==> config.mk <==
export PLATFORM = sky130hd
export DESIGN_NAME = rc4_decrypt_fsm_flat
export DESIGN_NICKNAME = d
export VERILOG_FILES = /design/src/rtl/rc4_decrypt_fsm_if.sv /design/src/rtl/rc4_decrypt_fsm.sv /design/src/flat_wrapper.sv
export SDC_FILE = /design/constraint.sdc
export NUM_CORES = 1
export LEC_CHECK = 0
export ABC_AREA = 1
export CORE_MARGIN = 2
export CORE_UTILIZATION = 40
export DETAILED_ROUTE_END_ITERATION = 6
export GPL_ROUTABILITY_DRIVEN = 1
export GPL_TIMING_DRIVEN = 0
export RECOVER_POWER = 25
export SLEW_MARGIN = 15
export SYNTH_ARGS = -nofsm -noshare
export SYNTH_HDL_FRONTEND = slang
export SYNTH_SLANG_ARGS = --single-unit
==> constraint.sdc <==
create_clock -name clk -period 3.3 [get_ports clk]
set_clock_uncertainty 0.1 [all_clocks]
set_input_delay 0.33 -clock clk [delete_from_list [all_inputs] [get_ports clk]]
set_output_delay 0.33 -clock clk [all_outputs]
set_load 0.01 [all_outputs]
==> src/rtl/rc4_decrypt_fsm_if.sv <==
// Bus bundle for the RC4 decrypt stage.
// Carries the start/busy/done/key_valid handshake with the key-search
// controller, the S RAM port, the encrypted-message ROM port and the
// decrypted-message RAM write port.
//   master : the decrypt FSM (drives addresses, write strobes, status)
//   slave  : memories / controller (drive read data and start)
interface rc4_decrypt_fsm_if #(
    parameter int MSG_AW = 5
);
    logic              start;
    logic              busy;
    logic              done;
    logic              key_valid;
    logic [7:0]        s_q;
    logic [7:0]        s_addr;
    logic [7:0]        s_wdata;
    logic              s_wren;
    logic [7:0]        rom_q;
    logic [MSG_AW-1:0] rom_addr;
    logic [MSG_AW-1:0] dec_addr;
    logic [7:0]        dec_wdata;
    logic              dec_wren;

    modport master (
        input  start, s_q, rom_q,
        output busy, done, key_valid,
        output s_addr, s_wdata, s_wren, rom_addr,
        output dec_addr, dec_wdata, dec_wren
    );

    modport slave (
        output start, s_q, rom_q,
        input  busy, done, key_valid,
        input  s_addr, s_wdata, s_wren, rom_addr,
        input  dec_addr, dec_wdata, dec_wren
    );
endinterface

==> src/rtl/rc4_decrypt_fsm.sv <==
// RC4 pseudo-random generation + XOR decrypt stage.
// Runs PRGA over the shuffled S RAM, XORs each keystream byte with the
// encrypted ROM byte, writes plaintext to the decrypted RAM and reports
// whether every written byte is lowercase ASCII or space.
// Ports:
//   clk   : system clock
//   reset : asynchronous, active-low reset
//   bus   : rc4_decrypt_fsm_if.master (start/busy/done/key_valid,
//           S RAM, message ROM, decrypted RAM)
// All memory reads have one WAIT state; every output is registered.
module rc4_decrypt_fsm #(
    parameter int MSG_LEN     = 32,
    parameter int MSG_AW      = 5,
    parameter bit EARLY_ABORT = 1'b1
) (
    input  logic              clk,
    input  logic              reset,
    rc4_decrypt_fsm_if.master bus
);
    localparam logic [MSG_AW-1:0] K_LAST = MSG_AW'(MSG_LEN - 1);

    typedef enum logic [3:0] {
        IDLE, INC_I, WAIT_SI, READ_SI, ADDR_SJ, WAIT_SJ, READ_SJ,
        WRITE_J, WRITE_I, ADDR_F, WAIT_F, READ_F, WRITE_DEC, NEXT, DONE
    } state_t;

    state_t            state, state_n;
    logic [7:0]        i, i_n, j, j_n, si, si_n, sj, sj_n, f, f_n, enc, enc_n;
    logic [MSG_AW-1:0] k, k_n;
    logic [7:0]        s_addr_r, s_addr_n, s_wdata_r, s_wdata_n;
    logic              s_wren_r, s_wren_n;
    logic [MSG_AW-1:0] rom_addr_r, rom_addr_n, dec_addr_r, dec_addr_n;
    logic [7:0]        dec_wdata_r, dec_wdata_n;
    logic              dec_wren_r, dec_wren_n;
    logic              busy_r, busy_n, done_r, done_n, kv_r, kv_n;

    function automatic logic is_text(input logic [7:0] b);
        return (b >= 8'h61 && b <= 8'h7A) || b == 8'h20;
    endfunction

    always_ff @(posedge clk or negedge reset) begin
        if (!reset) begin
            state       <= IDLE;
            i           <= '0;
            j           <= '0;
            k           <= '0;
            si          <= '0;
            sj          <= '0;
            f           <= '0;
            enc         <= '0;
            s_addr_r    <= '0;
            s_wdata_r   <= '0;
            s_wren_r    <= 1'b0;
            rom_addr_r  <= '0;
            dec_addr_r  <= '0;
            dec_wdata_r <= '0;
            dec_wren_r  <= 1'b0;
            busy_r      <= 1'b0;
            done_r      <= 1'b0;
            kv_r        <= 1'b0;
        end else begin
            state       <= state_n;
            i           <= i_n;
            j           <= j_n;
            k           <= k_n;
            si          <= si_n;
            sj          <= sj_n;
            f           <= f_n;
            enc         <= enc_n;
            s_addr_r    <= s_addr_n;
            s_wdata_r   <= s_wdata_n;
            s_wren_r    <= s_wren_n;
            rom_addr_r  <= rom_addr_n;
            dec_addr_r  <= dec_addr_n;
            dec_wdata_r <= dec_wdata_n;
            dec_wren_r  <= dec_wren_n;
            busy_r      <= busy_n;
            done_r      <= done_n;
            kv_r        <= kv_n;
        end
    end

    // Outputs named for a state are loaded on the edge entering that state
    // so they are visible (registered) for exactly that state's clock.
    always_comb begin
        state_n     = state;
        i_n         = i;
        j_n         = j;
        k_n         = k;
        si_n        = si;
        sj_n        = sj;
        f_n         = f;
        enc_n       = enc;
        s_addr_n    = s_addr_r;
        s_wdata_n   = s_wdata_r;
        s_wren_n    = s_wren_r;
        rom_addr_n  = rom_addr_r;
        dec_addr_n  = dec_addr_r;
        dec_wdata_n = dec_wdata_r;
        dec_wren_n  = dec_wren_r;
        busy_n      = busy_r;
        done_n      = done_r;
        kv_n        = kv_r;

        case (state)
            IDLE: begin
                if (bus.start) begin
                    i_n     = '0;
                    j_n     = '0;
                    k_n     = '0;
                    kv_n    = 1'b1;
                    busy_n  = 1'b1;
                    done_n  = 1'b0;
                    state_n = INC_I;
                end
            end
            INC_I: begin
                i_n      = i + 8'd1;
                s_addr_n = i + 8'd1;
                state_n  = WAIT_SI;
            end
            WAIT_SI: state_n = READ_SI;
            READ_SI: begin
                si_n    = bus.s_q;
                j_n     = j + bus.s_q;
                state_n = ADDR_SJ;
            end
            ADDR_SJ: begin
                s_addr_n = j;
                state_n  = WAIT_SJ;
            end
            WAIT_SJ: state_n = READ_SJ;
            READ_SJ: begin
                sj_n      = bus.s_q;
                s_addr_n  = j;
                s_wdata_n = si;
                s_wren_n  = 1'b1;
                state_n   = WRITE_J;
            end
            WRITE_J: begin
                s_addr_n  = i;
                s_wdata_n = sj;
                s_wren_n  = 1'b1;
                state_n   = WRITE_I;
            end
            WRITE_I: begin
                s_wren_n = 1'b0;
                state_n  = ADDR_F;
            end
            ADDR_F: begin
                s_addr_n   = si + sj;
                rom_addr_n = k;
                state_n    = WAIT_F;
            end
            WAIT_F: state_n = READ_F;
            READ_F: begin
                // Plaintext is formed straight from the read data so that
                // dec_wdata is already registered during WRITE_DEC.
                f_n         = bus.s_q;
                enc_n       = bus.rom_q;
                dec_addr_n  = k;
                dec_wdata_n = bus.s_q ^ bus.rom_q;
                dec_wren_n  = 1'b1;
                state_n     = WRITE_DEC;
            end
            WRITE_DEC: begin
                dec_wren_n = 1'b0;
                if (!is_text(f ^ enc)) kv_n = 1'b0;
                state_n = NEXT;
            end
            NEXT: begin
                if ((EARLY_ABORT && !kv_r) || k == K_LAST) begin
                    busy_n  = 1'b0;
                    done_n  = 1'b1;
                    state_n = DONE;
                end else begin
                    k_n     = k + MSG_AW'(1);
                    state_n = INC_I;
                end
            end
            DONE: begin
                if (!bus.start) begin
                    done_n  = 1'b0;
                    state_n = IDLE;
                end
            end
            default: state_n = IDLE;
        endcase
    end

    assign bus.s_addr    = s_addr_r;
    assign bus.s_wdata   = s_wdata_r;
    assign bus.s_wren    = s_wren_r;
    assign bus.rom_addr  = rom_addr_r;
    assign bus.dec_addr  = dec_addr_r;
    assign bus.dec_wdata = dec_wdata_r;
    assign bus.dec_wren  = dec_wren_r;
    assign bus.busy      = busy_r;
    assign bus.done      = done_r;
    assign bus.key_valid = kv_r;
endmodule

==> src/flat_wrapper.sv <==
// flat-port wrapper written by rule: the top's interface ports become plain ports
module rc4_decrypt_fsm_flat 
#(
    parameter int MSG_LEN     = 32,
    parameter int MSG_AW      = 5,
    parameter bit EARLY_ABORT = 1'b1
)
  (clk, reset, bus_start, bus_s_q, bus_rom_q, bus_busy, bus_done, bus_key_valid, bus_s_addr, bus_s_wdata, bus_s_wren, bus_rom_addr, bus_dec_addr, bus_dec_wdata, bus_dec_wren);
  rc4_decrypt_fsm_if #(.MSG_AW(MSG_AW)) bus_i ();
  input  logic clk;
  input  logic reset;
  input wire logic [$bits(bus_i.start)-1:0] bus_start;
  input wire logic [$bits(bus_i.s_q)-1:0] bus_s_q;
  input wire logic [$bits(bus_i.rom_q)-1:0] bus_rom_q;
  output wire logic [$bits(bus_i.busy)-1:0] bus_busy;
  output wire logic [$bits(bus_i.done)-1:0] bus_done;
  output wire logic [$bits(bus_i.key_valid)-1:0] bus_key_valid;
  output wire logic [$bits(bus_i.s_addr)-1:0] bus_s_addr;
  output wire logic [$bits(bus_i.s_wdata)-1:0] bus_s_wdata;
  output wire logic [$bits(bus_i.s_wren)-1:0] bus_s_wren;
  output wire logic [$bits(bus_i.rom_addr)-1:0] bus_rom_addr;
  output wire logic [$bits(bus_i.dec_addr)-1:0] bus_dec_addr;
  output wire logic [$bits(bus_i.dec_wdata)-1:0] bus_dec_wdata;
  output wire logic [$bits(bus_i.dec_wren)-1:0] bus_dec_wren;
  assign bus_i.start = bus_start;
  assign bus_i.s_q = bus_s_q;
  assign bus_i.rom_q = bus_rom_q;
  assign bus_busy = bus_i.busy;
  assign bus_done = bus_i.done;
  assign bus_key_valid = bus_i.key_valid;
  assign bus_s_addr = bus_i.s_addr;
  assign bus_s_wdata = bus_i.s_wdata;
  assign bus_s_wren = bus_i.s_wren;
  assign bus_rom_addr = bus_i.rom_addr;
  assign bus_dec_addr = bus_i.dec_addr;
  assign bus_dec_wdata = bus_i.dec_wdata;
  assign bus_dec_wren = bus_i.dec_wren;
  rc4_decrypt_fsm #(.MSG_LEN(MSG_LEN), .MSG_AW(MSG_AW), .EARLY_ABORT(EARLY_ABORT)) u_core (.clk(clk), .reset(reset), .bus(bus_i));
endmodule
==> results, run 1 <==
- The run finished with clean final reports.
- The met1 wire length is about 6.0 mm.
- When the netlist entered floorplanning its net count stood at roughly 640.
- The cell family with the largest share of critical-path delay is simple AND/OR/NAND/NOR gates.
- Walking the worst path, the cells encountered are ha_1 > nand2_1 > nor2_1 > ha_1 > nor2_1 > nand2_2 > nand2_2 > nand4_1 > o21ai_0 > a21oi_1.
- Detailed placement finished with a half-perimeter wire length of approximately 9 mm.
- The total number of H-tree levels is 3.
- The chip height is 114.0 um.
- The average via count per standard cell is about 5.
- The number of standard-cell rows in the floorplan is 40.
- Measured in cells, the most critical reg-to-reg path has a length of 10.
- During I/O placement, the number of pins put on the boundary was between 50 and 60.
- The hold buffer count at cts is 1.
- The number of routed nets with antenna violations is 0.
- The top cell types in the final layout, fill and taps aside, are sky130_fd_sc_hd__nand2_1, sky130_fd_sc_hd__dfrtp_1, sky130_fd_sc_hd__o21ai_0.
- STA puts the critical path data required time at between 3 and 4 ns.
- Clock-pin slew was measured on the worst setup and hold paths at 0.06 ns.
- After detailed routing, the average wire length per cell comes to 15.15 um.
- The design draws around 5900 uW.
- The layout filler cell count is about 1200.
- After synthesis the cells add up to ~4800 um2.
- The cell leakage power is 0.002920 uW.
- The endpoint arrival time on the critical path is approximately 2.2 ns.
- Counting flops and latches in the post-synthesis netlist gives 96.
- The top routing layer in use is met4.
- The max-capacitance violation count is 0.
- The number of max-slew violations in the final report is 0.
- The proportion of synthesized flip-flops having asynchronous set or reset is 1.000.
- For this configuration, the core starts out at a cell density of 0.4062.
- The final setup violation count is 0.
- The worst-case headroom to the max-slew limit is 0.01979.
- After detailed routing, the met3 layer carries between 500 and 600 um of wire.
- After detailed routing, the total wire length is 12.50 mm.
- Counting every instance in the synthesized netlist gives 603.
- The number of clock sinks is 96.
- Detailed routing placed a total of 5.719 mm of wire on met2.
- Counting buffers and inverters, the worst setup path is 10 cells deep.
- The first routing iteration left around 230 violations.
- At the end of routability-driven placement, the weighted congestion stood at between 0.8 and 0.9.
- The worst setup path is captured at a flip-flop.
- The number of antenna violations at the first check in global routing is 0.
- The count of inserted antenna diode cells is 0.
- The clock passes through at most 2 buffers.
- Post-CTS repair changed the size of 0 cells.
- Along the worst path, the maximum fanout reaches 5.
- The final-report hold violation count was 0.
- The library cell used most frequently in the layout, excluding fill and tap cells, is sky130_fd_sc_hd__nand2_1.
- Setup repair after global routing left no endpoint under its margin.
- The category of the worst setup path launch point is a flip-flop.
- The mean instance size in the synthesized netlist is roughly 8 um2.
- The transition time at the pin with the least slew margin is approximately 1.5 ns.
- The number of buffers and inverters on the critical path is 0.
- Dividing the final minimum period by the clock period gives 0.6268.
- Timing would allow up to between 400 and 500 MHz.
- In the global route stage, overall resource usage came out at 0.2094.
- The post-synthesis sequential area ratio is 0.4965.
- The critical path is of the flip-flop to flip-flop type.
- The total overflow left after global routing is 0.
- Counting distinct cell types in the post-synthesis netlist gives 34.
- The buffers inserted during post-CTS setup optimization is 0.
- The worst-case IR drop observed on VDD is 0.0005409 V.
- During placement, the flow inserted port buffers numbering 57.
- The number of enable-type register cells in the synthesized netlist is 0.
- The first global-routing pass estimated about 21 mm of wire.
- The count of cells along the worst hold path is 2.
- Hold timing on the final database bottoms out at a slack of 0.3768 ns.
- The routed via count is 4214.
- The tree is rooted in a sky130_fd_sc_hd__clkbuf_16.
- Entering global routing, the biggest net connects 73 pins.
- The width of the die is approximately 110 um.
- Of the cells placed in the final design, the portion with a size suffix greater than 1 is 0.05310.
- The worst min-delay path category is flip-flop to flip-flop.
- The most critical setup path has its startpoint at u_core.k[0].
- TritonCTS created 9 clock buffers.
- The final critical path time including I/O delays and setup is roughly 2.1 ns.
- The worst hold path begins at u_core.bus.s_addr[6].
- For this run, the post-layout net count is 711.
- The clock tree from TritonCTS is yes.
- The power density of the placed cells is roughly 990 nW/um2.
- Compared with the post-synthesis result, the final layout area differs by 22.45%.
- The overall die area is roughly 13000 um2.
- The pre-antenna-repair detailed-routing pass consisted of 5 iterations.
- The clock latency at the later pin of the worst-skew pair is about 0.35 ns.
- The most used flip-flop cell after synthesis is sky130_fd_sc_hd__dfrtp_1.
- In this run the critical register-to-register path is launched from u_core.k[0].
- The via count of the first global-routing pass came to 4260.
- The critical-path cell with the highest stage delay is sky130_fd_sc_hd__dfrtp_1.
- The placeable core region is about 12000 um2.
- The largest single stage delay on the critical path is about 0.42 ns.
- For this run, design rule violations remaining after detail routing come to 0.
- The count of warnings emitted by yosys is 0.
-- flip-flops by register name, indices dropped and copies added (netlist names) --
name and cells:
u_core.bus.busy 1, u_core.bus.dec_addr 5, u_core.bus.dec_wdata 8, u_core.bus.dec_wren 1, u_core.bus.done 1, u_core.bus.key_valid 1, u_core.bus.rom_addr 5, u_core.bus.s_addr 8
u_core.bus.s_wdata 8, u_core.bus.s_wren 1, u_core.enc 8, u_core.f 8, u_core.i 8, u_core.j 8, u_core.k 5, u_core.si 8
u_core.sj 8, u_core.state 4
-- cell usage after synthesis, drive strengths merged, types with 2 or more instances --
cell     count  area share
nand2      176        0.14
dfrtp       96        0.50
o21ai       82       0.086
inv         77       0.060
nor2        46       0.040
a21oi       32       0.033
nand3       25       0.026
ha          17       0.044
a31oi        8       0.010
buf          7      0.0072
nand4        7      0.0091
clkbuf       4      0.0031
xnor2        3      0.0054
xor2         3      0.0054
fa           2      0.0083
nand3b       2      0.0031
nor3         2      0.0021
o2111ai      2      0.0036
o211ai       2      0.0031
o22ai        2      0.0026
-- worst paths after layout --
kind | end | slack (ns)
min | u_core.bus.s_addr[6] | 0.38
max in group asynchronous | u_core.k[3] | 1.33
max | u_core.k[3] | 1.23
max reg2reg | u_core.k[3] | 1.23
min in group asynchronous | u_core.i[0] | 0.76
min reg2reg | u_core.bus.s_addr[6] | 0.38
-- worst reg2reg max path: cells and delay by family, from the launching register on --
kind | cells | cell delay [ns]
compound gates | 2 | 0.22
fa+ha+maj | 2 | 0.40
flops | 1 | 0.42
simple gates | 6 | 0.80
-- where the power goes --
part	total, uW	leakage [uW]	switching, uW	internal (uW)
clock	1060	0.000139	452	610
sequential	2140	0.00119	402	1740
combinational	2670	0.00159	1550	1120
-- kinds of logic (layout without fill, tap and decap cells) --
group                      Yosys count  in the layout  share of synthesized area
xor gates and xnor gates             6              6                    0.01086
adders and majority gates           19             19                    0.05224
AOI/OAI and AO/OA                  136            136                     0.1518
and+or+nand+nor                    258            258                     0.2185
buffers and inverters               88            163                    0.07008
DFF                                 96             96                     0.4965
-- through the flow --
step	setup TNS, ns	setup WS [ns]	utilization	instance area [um2]	std cells
4_1_cts	0	1.224	0.4980	5932	825
2_1_floorplan	0	1.466	-	4838	603
3_5_place_dp	0	1.031	0.4720	5622	808
5_1_grt	0	0.9538	0.4974	5924	825
3_3_place_gp	-173.83	-1.821	0.4695	5593	807
6_report	0	1.232	0.4974	5924	825
-- final cells by class --
class / instances / area (um2) / share of cell area
repair buffers: 59 / 601.8 / 0.1016
clock inverters: 4 / 53.80 / 0.009081
inverters: 77 / 289.0 / 0.04879
well taps: 147 / 183.9 / 0.03105
multi-input cells: 419 / 2097 / 0.3540
flip-flops and latches: 96 / 2402 / 0.4055
clock buffers: 12 / 246.5 / 0.04161
plain buffers: 11 / 50.05 / 0.008448
-- layer usage --
layer,vias to the layer above,global-route usage
met5,-,0
met4,0,0.06667
met3,13,0.05313
met2,98,0.3298
met1,1990,0.2846
li1,2113,-
Note: power is estimated with default switching activity, not from simulation.
==> run 2: changes to the inputs <==
clock period = 1.76 ns   (was 3.3 ns; I/O delays follow)
==> run 2 against run 1 <==
Total power rose by 100%; utilization up 2.7 points; worst hold slack worse by 0.069 ns; fmax up 12%; cell count is 2.1% higher; count of clock-buffer cells in the layout did not move; die area is the same; sequential cell count is the same; the run now ends with setup timing left.
==> results, run 2 (same netlist as run 1, synthesis figures left out) <==
- After clock tree synthesis, the clock-pin slew on the worst setup and hold paths is 0.07 ns.
- The maximum VDD drop is roughly 0.00080 V.
- The tree is rooted in a sky130_fd_sc_hd__clkbuf_16.
- The worst-case headroom to the max-slew limit is 0.5321.
- The largest fanout of any net on the critical path is 3.
- After detailed routing, the average wire length per cell comes to approximately 15 um.
- In the layout the commonest cells are sky130_fd_sc_hd__nand2_1, sky130_fd_sc_hd__dfrtp_1, sky130_fd_sc_hd__o21ai_0.
- Among all stages on the critical path, the largest delay is contributed by sky130_fd_sc_hd__dfrtp_1.
- In this run the core area contains 40 standard-cell rows.
- Global routing finished with a remaining overflow of 0.
- The ratio of cells with drive above 1 in the final layout is 0.1266.
- The count of inserted antenna diode cells is 0.
- The number of detailed-routing iterations run before antenna repair is 4.
- The total number of H-tree levels is 3.
- Before CTS, the worst setup slack after placement is -0.3675 ns.
- The filler cells instantiated in the layout total about 1100.
- Across all register-to-register paths, the minimum setup slack is -0.08 ns.
- The count of buffers added on input and output ports is 57.
- The detailed-placement wirelength estimate is between 9 and 10 mm.
- The maximum achievable frequency is ~540 MHz.
- At the worst endpoint, the required time is 1.87 ns.
- Broken down by cell family, the worst path's largest delay share belongs to adder cells.
- The final-report hold violation count is 0.
- The buffering stage count on the worst path with inverters included is 0.
- After detailed routing, the number of remaining DRC violations is 0.
- The number of clock sinks is 96.
- The startpoint of the worst register-to-register path is u_core.si[0].
- The first-pass GRT wire length is around 21 mm.
- The finished cells cover around 6200 um2.
- At the end of the flow, the number of nets in the layout was roughly 730.
- The via count of the first global-routing pass came to 4307.
- The logic depth of the worst register-to-register path is 7.
- The category of the worst setup path launch point is a flip-flop.
- The start-to-end type of the worst setup path is flip-flop to flip-flop.
- For this configuration, the core starts out at a cell density of 0.4062.
- Setup repair after global routing could not meet its margin everywhere.
- Max-cap violations in this run came to 0.
- The end of the worst register-to-register path is u_core.bus.s_addr[4].
- Detailed routing inserted a total of roughly 4300 vias.
- Relative to the synthesized area, the layout overhead comes to 29.09%.
- The clock latency at the later pin of the worst-skew pair is roughly 0.35 ns.
- The number of max-slew violations in the final report came to 0.
- The transition time at the pin with the least slew margin is about 0.70 ns.
- The clock tree from TritonCTS is yes.
- between 50 and 60 I/O pins were placed.
- The placeable core region is between 10000 and 15000 um2.
- Across all hold checks on the routed design, the worst slack comes to approximately 0.31 ns.
- The critical path capture point type is a flip-flop.
- The overall die area is roughly 13000 um2.
- The library cell used most frequently in the layout, excluding fill and tap cells, is sky130_fd_sc_hd__nand2_1.
- For this block, the routed nets add up to between 10 and 15 mm of wire.
- Across the whole layout, storage elements account for 2404 um2.
- Subtracting the final worst setup slack from the clock period gives roughly 1.8 ns.
- Data arrives at the worst endpoint at 1.96 ns.
- The combined area of the multi-input logic cells is roughly 2200 um2.
- The tightest min-delay check is of the input pin to asynchronous set/reset pin type.
- The critical path goes through ha_4 > fa_2 > nand2_2 > a21oi_2 > nor3_2 > nand3b_1 > o2111ai_2.
- The analysis attributes to cell leakage a power of roughly 0.0030 uW.
- The detailed router finished its first iteration with around 200 violations.
- In this run the power density over the cells is around 1900 nW/um2.
- Counting along the longest clock path gives a buffer depth of 2.
- Once placement finished, the instance area stood at roughly 5600 um2.
- The average via count per standard cell is 5.075.
- Buffers inserted during clock tree synthesis total 9.
- Once layout is complete, the utilization of the core stands at 0.5244.
- The floorplan step set the die width to ~110 um.
- The number of routed nets with antenna violations is 0.
- Setup slack on the critical path of the routed design comes to -0.08313 ns.
- Entering global routing, the biggest net connects 71 pins.
- Measured along the y axis, the die boundary spans between 100 and 150 um.
- Setup violations remaining at the end of the flow were counted as 1.
- In the finished design, the share of the clock period the worst path needs comes to 1.047.
- The weighted congestion reported at the end of routability-driven placement is 0.8712.
- Across every metal layer, demand over resource in global routing totals 0.2085.
- The number of antenna violations at the first check in global routing came to 0.
- The largest single stage delay on the critical path is 0.44 ns.
- The final reports fail on setup timing.
- The flow ran to the end, but the final reports show violations.
-- run 2: changes by cell type in the layout (fill, tap and decap cells not counted), sizes merged --
cell / change
buf: +16
inv: +1
clkbuf: +1
clkinvlp: -2
bufinv: +1
-- run 2: metal layers --
layer,track usage,up-vias,part of all wire
met1,0.2793,2029,0.47
li1,-,2145,-
met3,0.04995,10,0.046
met2,0.3393,89,0.48
met4,0.05854,0,0.0094
met5,0,-,0
-- run 2: how the worst max path moves through the flow --
| stage | start | endpoint | slack [ns] | depth (start not counted) |
|---|---|---|---|---|
| floorplan | u_core.k[0] | u_core.k[3] | 0.01 | 10 |
| global placement | reset | u_core.bus.rom_addr[2] | -3.26 | 1 |
| detailed placement | bus_s_q[0] | u_core.j[4] | -0.37 | 9 |
| CTS | u_core.k[0] | u_core.k[3] | -0.005 | 10 |
| global route | u_core.si[0] | u_core.bus.s_addr[4] | -0.13 | 7 |
| finish | u_core.si[0] | u_core.bus.s_addr[4] | -0.08 | 7 |
-- run 2: power breakdown --
group | switching (uW) | internal, uW | leakage, uW
sequential | 789 | 3260 | 0.00119
combinational | 3060 | 2430 | 0.00169
clock | 850 | 1360 | 0.000169
-- run 2: through the flow --
stage                     power [uW]  cells  setup TNS [ns]
after floorplan                 7091    603               0
after global placement          8906    807         -313.58
after detailed placement        9027    808          -1.604
after CTS                      11400    831       -0.004515
after global routing           12770    842          -3.547
final                          11750    842        -0.08313
-- run 2: final cells by class --
class / count / area share
plain buffers: 10 / 0.008614
clock buffers: 12 / 0.04267
clock inverters: 4 / 0.01182
inverters: 77 / 0.04667
multi-input cells: 419 / 0.3594
flip-flops and latches: 96 / 0.3848
well taps: 147 / 0.02945
repair buffers: 77 / 0.1166
-- run 2: repair_timing --
action	CTS	global route
pin swaps	5	13
setup endpoints to repair	12	59
hold endpoints to repair	96	0
resized for setup	7	41
buffers inserted	6	12
hold buffers	1	0
-- run 2: worst register-to-register path, stage by stage (launching register included) --
cell and delay (ns):
sky130_fd_sc_hd__dfrtp_1 0.44, sky130_fd_sc_hd__ha_4 0.20, sky130_fd_sc_hd__fa_2 0.39, sky130_fd_sc_hd__nand2_2 0.09
sky130_fd_sc_hd__a21oi_2 0.07, sky130_fd_sc_hd__nor3_2 0.16, sky130_fd_sc_hd__nand3b_1 0.15, sky130_fd_sc_hd__o2111ai_2 0.10
